## src/rtl/pwm_duty_req_tx.sv

```systemverilog
// Source side of the 4-phase req/ack CDC handshake that delivers PWM duty words.
// Ports: clk, rst (async, active-high); wr_valid/wr_data/wr_ready write accept;
//   req/tx_data/ack handshake to the PWM domain; busy, done (pulse), timeout (sticky).
// Optional: define PWM_DUTY_PENDING_BUF_EN for a one-entry coalescing pending register.
module pwm_duty_req_tx #(
    parameter int DATA_WIDTH  = 12,
    parameter int SYNC_STAGES = 2,
    parameter int ACK_TIMEOUT = 1024
) (
    input  logic                  clk,
    input  logic                  rst,
    input  logic                  wr_valid,
    input  logic [DATA_WIDTH-1:0] wr_data,
    output logic                  wr_ready,
    output logic                  req,
    output logic [DATA_WIDTH-1:0] tx_data,
    input  logic                  ack,
    output logic                  busy,
    output logic                  done,
    output logic                  timeout
);

    localparam int CW = $clog2(ACK_TIMEOUT + 1);
    localparam logic [CW-1:0] TO_MAX = CW'(ACK_TIMEOUT);

    typedef enum logic [1:0] {
        IDLE   = 2'd0,
        REQ_HI = 2'd1,
        REQ_LO = 2'd2
    } state_e;

    state_e                 state_q, state_d;
    logic [SYNC_STAGES-1:0] sync_q;
    logic                   ack_s;
    logic                   req_q, req_d;
    logic [DATA_WIDTH-1:0]  data_q, data_d;
    logic                   done_q, done_d;
    logic                   to_q, to_d;
    logic [CW-1:0]          cnt_q, cnt_d;
    logic                   launch;
    logic [DATA_WIDTH-1:0]  launch_data;

    assign ack_s = sync_q[SYNC_STAGES-1];

`ifdef PWM_DUTY_PENDING_BUF_EN
    logic                  pend_v_q, pend_v_d;
    logic [DATA_WIDTH-1:0] pend_q, pend_d;

    // A pending word always has priority over the write on the bus; that
    // write then refills the pending slot instead of being lost.
    assign wr_ready    = ~rst;
    assign launch      = (state_q == IDLE) && !ack_s && (pend_v_q || wr_valid);
    assign launch_data = pend_v_q ? pend_q : wr_data;

    always_comb begin
        pend_v_d = pend_v_q;
        pend_d   = pend_q;
        if (launch && pend_v_q) begin
            pend_v_d = 1'b0;
        end
        if (wr_valid && !(launch && !pend_v_q)) begin
            pend_v_d = 1'b1;
            pend_d   = wr_data;
        end
    end

    always_ff @(posedge clk or posedge rst) begin
        if (rst) begin
            pend_v_q <= 1'b0;
            pend_q   <= '0;
        end else begin
            pend_v_q <= pend_v_d;
            pend_q   <= pend_d;
        end
    end
`else
    assign wr_ready    = (state_q == IDLE) && !ack_s;
    assign launch      = wr_valid && wr_ready;
    assign launch_data = wr_data;
`endif

    always_comb begin
        state_d = state_q;
        req_d   = req_q;
        data_d  = data_q;
        done_d  = 1'b0;
        unique case (state_q)
            IDLE: begin
                if (launch) begin
                    state_d = REQ_HI;
                    req_d   = 1'b1;
                    data_d  = launch_data;
                end
            end
            REQ_HI: begin
                if (ack_s) begin
                    state_d = REQ_LO;
                    req_d   = 1'b0;
                end
            end
            REQ_LO: begin
                if (!ack_s) begin
                    state_d = IDLE;
                    done_d  = 1'b1;
                end
            end
            default: begin
                state_d = IDLE;
                req_d   = 1'b0;
            end
        endcase
    end

    // Phase watchdog: restarts on each state change, saturates at the limit.
    // The flag is only a report; the handshake keeps waiting.
    always_comb begin
        if (state_d != state_q) begin
            cnt_d = '0;
        end else if (state_q != IDLE && cnt_q != TO_MAX) begin
            cnt_d = cnt_q + 1'b1;
        end else begin
            cnt_d = cnt_q;
        end
        to_d = to_q | (cnt_d == TO_MAX);
    end

    always_ff @(posedge clk or posedge rst) begin
        if (rst) begin
            state_q <= IDLE;
            sync_q  <= '0;
            req_q   <= 1'b0;
            data_q  <= '0;
            done_q  <= 1'b0;
            to_q    <= 1'b0;
            cnt_q   <= '0;
        end else begin
            state_q <= state_d;
            sync_q  <= {sync_q[SYNC_STAGES-2:0], ack};
            req_q   <= req_d;
            data_q  <= data_d;
            done_q  <= done_d;
            to_q    <= to_d;
            cnt_q   <= cnt_d;
        end
    end

    assign req     = req_q;
    assign tx_data = data_q;
    assign busy    = (state_q != IDLE);
    assign done    = done_q;
    assign timeout = to_q;

endmodule
```

## config.mk

```make
export PLATFORM = sky130hd
export DESIGN_NAME = pwm_duty_req_tx
export DESIGN_NICKNAME = d
export VERILOG_FILES = /design/src/rtl/pwm_duty_req_tx.sv
export SDC_FILE = /design/constraint.sdc
export NUM_CORES = 1
export LEC_CHECK = 0
export BUFFER_PORTS_ARGS = -buffer_cell sky130_fd_sc_hd__buf_2
export CAP_MARGIN = 20
export CORE_MARGIN = 2
export CORE_UTILIZATION = 34
export DETAILED_ROUTE_END_ITERATION = 7
export HOLD_SLACK_MARGIN = 0.06
export PLACE_DENSITY = 0.56
export SLEW_MARGIN = 15
export SYNTH_ARGS = -nofsm -noshare
export SYNTH_HDL_FRONTEND = slang
export SYNTH_SLANG_ARGS = --single-unit
```

## constraint.sdc

```tcl
create_clock -name clk -period 4.42 [get_ports clk]
set_input_delay 0.221 -clock clk [delete_from_list [all_inputs] [get_ports clk]]
set_output_delay 0.221 -clock clk [all_outputs]
set_load 0.02 [all_outputs]
```

# After elaboration in Yosys (flattened, before gate mapping)

Cells that the tools add are included.

Bits in registers: 30
Bits in latches: 0
RAM bits: 0
Bits in read-only memories: 0
Input port bits: 16
Output and inout bits: 17
Logic and storage cells: 36
Memories: 0

Add/subtract/negate cells: 1
Multipliers: 0
Div/mod/pow operators: 0
$lt $le $gt $ge: 0
Equality and inequality tests: 7
Shift operators: 0
Multiplexer cells: 11
Bitwise gates (word level): 2
Reductions and logical operators: 8

Operator list:

| operator                                      | count |
|---|---|
| 2-to-1 mux 11 bit                             | 2 |
| adder 11 x 1 -> 11 bit, second input constant | 1 |
| == test 11 bit, second input constant         | 1 |
| inequality test 11 bit, second input constant | 1 |
| 2-to-1 mux 2 bit                              | 3 |
| case mux 2 bit (3 select lines)               | 1 |
| 2-to-1 mux 1 bit                              | 4 |
| inequality test 2 bit, second input constant  | 2 |
| logical AND 1 bit                             | 3 |
| case mux 1 bit (3 select lines)               | 1 |
| AND reduction 3 bit                           | 1 |
| == test 2 x 1 -> 1 bit, second input constant | 1 |
| == test 2 bit, second input constant          | 1 |
| zero test 2 bit                               | 1 |
| inequality test 2 bit                         | 1 |
| AND reduction 2 bit                           | 1 |
| nonzero test 2 bit                            | 1 |
| zero test 1 bit                               | 1 |
| NOT 1 bit                                     | 1 |
| bitwise OR 1 bit                              | 1 |

# Depth between registers and ports, before layout

Depth after elaboration: 9
Gate-level depth with buffers: 7
Gate-level depth less buffers: 7

# Worst setup path after synthesis

Ideal clock, no wire load.

Path type: register -> register
Start point: register cnt_q[0]
End point: register to_q, in the netlist timeout
Library setup time: 0.104 ns
Arrival: 1.603 ns
Setup slack: 2.714 ns
Stages on the path, launching flop included: 7
Clock period less this slack: 1.706 ns
Cell sequence: dfrtp_1 > ha_1 > nand4_1 > nor4_4 > xnor2_1 > or2_1 > o41ai_2

Longest elaborated chain between the ends: 6
Elaborated cells on any way between the ends: 7
Those cells by class: 1 x add/sub; 2 x eq/ne; 2 x mux; 1 x bitwise; 1 x reduce/logical

Ends and longest elaborated chain:

| item                                                           | line | RTL |
|---|---|---|
| start, declared                                                | 39   | `logic [CW-1:0] cnt_q, cnt_d;` |
| start signal, assigned                                         | 143  | `cnt_q <= cnt_d;` |
| branches (longest 2 deep; another with adder 11 x 1 -> 11 bit) | -    |  |
| 2-to-1 mux 11 bit (*)                                          | 119  | `end else if (state_q != IDLE && cnt_q != TO_MAX) begin` |
| 2-to-1 mux 11 bit (*)                                          | 117  | `if (state_d != state_q) begin` |
| == test 11 bit (*)                                             | 124  | `to_d = to_q \| (cnt_d == TO_MAX);` |
| bitwise OR 1 bit (*)                                           | 124  |  |
| net to_d                                                       | 38   | `logic to_q, to_d;` |
| end signal, assigned                                           | 142  | `to_q <= to_d;` |
| end, declared                                                  | 38   |  |

Mark *: on every way through the listed nets, which the timed path passes.
A chain may end at the register's enable or synchronous reset.

# Worst setup path in the final report

Start point: register state_q[0]
End point: register data_q[6], in the netlist tx_data[6]

Longest elaborated chain between the ends: 4

Ends and longest elaborated chain:

| item                              | line   | RTL |
|---|---|---|
| start, declared                   | 32     | `state_e state_q, state_d;` |
| start signal, assigned            | 137    | `state_q <= state_d;` |
| zero test 2 bit (*)               | 77, 87 |  |
| logical AND 1 bit                 | 77     | `assign wr_ready = (state_q == IDLE) && !ack_s;` |
| logical AND 1 bit                 | 78     | `assign launch = wr_valid && wr_ready;` |
| AND reduction 2 bit (no line) (*) | -      |  |
| end signal, assigned              | 140    | `data_q <= data_d;` |
| end, declared                     | 36     | `logic [DATA_WIDTH-1:0] data_q, data_d;` |

Every way passes the cells marked *; elsewhere a longest branch is shown, timed or not.

==> results.cfg <==
[status]
status = completed

[pwr]
p_leak_nw = 0.880
power_density_nw_per_um2 = 481
ir_drop_mv = 0.245
finalPower_w = 0.000918

[yosys]
postSynthRegisterBits = 30
synth_warnings = 0
synthCells = 138
ys_types = 46
async_flop_share = 1.00
synth_seq_area_share = 0.478
avgSynthCellArea_um2 = 11.4
ys.flop_type = dfrtp_1
synth_edf_count = 0
syn_nets = 156
syn-cell-area_um2 = 1570

[timing]
tns_ns = 0
fmax_mhz = 499
finalHoldViolations = 0
worst_clock_skew_ns = 0.00689
maxSlewHeadroom = 0.365
fin_crit_ns = 2.00
finalCritPeriodShare = 0.453
drv_slew = 0
rsz0062_at_grt = no
tightest_slew_ns = 0.947
setup_viol = 0

[placement]
dpl.hpwl_mm = 2.36
dp.cells = 216
gp_congestion = 0.893
io_buffer_count = 32
place_area_um2 = 1740

[worst_setup_path]
cp_top_family = simple AND/OR/NAND/NOR gates
required_ns = 4.59
max_stage_delay_ns = 0.72
critPathSlowestCell = nor3_2
path_class = register to register
crit_fanout = 13
crit_chain = nand2b_1 -> nor3_2 -> mux2_2
critPathLaunchType = register
crit_arrival_ns = 2.17
end_kind = register
crit_buf_inv = 0

[grt]
grt_pass1_wl_mm = 5.70
grt_max_degree = 31
antenna_found_initial = 0
grt_pass1_vias = 1215
overflow = 0
grt_usage = 0.144

[cts]
cts_tree = yes
path_clk_slew_ns = 0.07
clock_path_buffers = 2
cts.htree.levels = 2
cts_root_buffer = clkbuf_8
cts_sinks = 30
numCtsBuffers = 5
clkLatencyLatePin_ns = 0.28
post_cts.repair.setup_buffers = 0

[cells_and_area]
diodes = 0
fin_area_um2 = 1910
drive_gt1_frac = 0.362
nets = 191
syn_to_final_growth_pct = 21.4
finalNonFillerCells = 226
finish.utilization = 0.432

[floorplanning]
fp.dieH_um = 72.0
pin_count = 33
rows = 24
dieArea_um2 = 5180
start_util = 0.356
core_area_um2 = 4410
die_w_um = 72.0

[drt]
drc = 0
postRouteAntennaNets = 0
viasPerCell = 5.09
vias = 1150
wl_per_cell_um = 14.1
routed_wirelength_mm = 3.18
dr.first_iter.drc_count = 54
dr.pass1.iters = 4

[run]
max-cap-violations = 0

[worst_hold_path]
hold_path_class = primary input to register
## sequential cells by signal, indices dropped and copies added, names as in the netlist
| signal | count |
|---|---|
| tx_data | 12 |
| cnt_q | 11 |
| timeout | 1 |
| req | 1 |
| done | 1 |
| state_q | 2 |
| sync_q | 2 |
## worst register-to-register path, stage by stage (launching register included)
cell and delay (ns):
dfrtp_1 0.52, nand2b_1 0.23, nor3_2 0.72, mux2_2 0.42
## stage by stage
stage	setup WS (ns)	hold WS (ns)
after floorplan	2.71	0.252
after global placement	2.47	0.317
after CTS	2.38	0.152
final	2.42	0.159
after global routing	2.22	0.164
after detailed placement	2.39	0.325
## cell usage after synthesis, types with 2 or more instances
master | n | area [µm²]
a21oi_1 | 6 | 30.0
and4bb_1 | 2 | 25.0
buf_2 | 3 | 15.0
buf_4 | 2 | 15.0
buf_6 | 2 | 22.5
dfrtp_1 | 30 | 751
ha_1 | 2 | 25.0
inv_1 | 8 | 30.0
mux2_1 | 4 | 45.0
mux2_2 | 8 | 90.1
nand2_1 | 2 | 7.51
nand3_1 | 5 | 25.0
nand4_1 | 2 | 12.5
nor2_1 | 16 | 60.1
nor3_1 | 3 | 15.0
nor3b_1 | 3 | 22.5
o21ai_0 | 2 | 10.0
xnor2_1 | 8 | 70.1
xor2_1 | 3 | 26.3
## what timing repair did
| item | 4_1_cts | 5_1_grt |
|---|---|---|
| hold buffers | 2 | 0 |
| gates resized for setup | 0 | 0 |
| endpoints found under the hold margin | 31 | 0 |
## worst paths after layout
kind	slack, ns	cells past startpoint	start	endpoint
max in group asynchronous	3.59	4	rst	cnt_q[8]$_DFF_PP0_
min reg2reg	0.35	0	sync_q[0]$_DFF_PP0_	sync_q[1]$_DFF_PP0_
max	2.42	3	state_q[0]$_DFF_PP0_	tx_data[6]$_DFFE_PP0P_
min in group asynchronous	0.55	4	rst	req$_DFFE_PP0P_
max reg2reg	2.42	3	state_q[0]$_DFF_PP0_	tx_data[6]$_DFFE_PP0P_
min	0.16	2	wr_data[0]	tx_data[0]$_DFFE_PP0P_
## layout by cell type, fill, tap and decap left out, drive strengths merged, types with 2 or more instances in the layout
cell type    instances
bufinv               2
o21ai                3
a21oi                6
buf                 34
nor3                 4
nand3                5
xnor2                8
and4bb               2
nand2                2
dfrtp               30
nor4                 2
mux2                12
nand2b               2
nand4                2
xor2                 3
nor3b                4
a31oi                2
nor2                16
and2                 2
dlygate4sd3          2
ha                   2
inv                  9
clkbuf               6
## power breakdown
part           switching (W)  total, W  internal (W)  leakage [nW]
logic               0.000122  0.000211     0.0000899         0.433
clock network       0.000104  0.000344      0.000240        0.0714
registers          0.0000414  0.000362      0.000320         0.375
## kinds of logic after synthesis
logic type | Yosys count | synth area share
compound gates | 22 | 0.122
xor+xnor | 11 | 0.0614
fa+ha+maj | 2 | 0.0159
buf+inv | 17 | 0.0637
flops | 30 | 0.478
mux | 12 | 0.0861
simple gates | 44 | 0.173
## cell type report
cell class                 instances  area [µm²]
clock buffer                       6        82.6
clock inverter                     2        60.1
fill                             437        2510
inverter                           9        33.8
multi-input combinational         91         719
sequential                        30         751
tap                               52        65.1
timing repair buffer              36         195
## metal layers
metal / wire length, µm / up-vias / track usage
met5: 0 / - / 0
met4: 57 / 0 / 0.0566
met3: 178 / 7 / 0.0458
met2: 1480 / 27 / 0.225
met1: 1460 / 564 / 0.186
li1: - / 552 / -
Power figures use the tool's default switching activity.
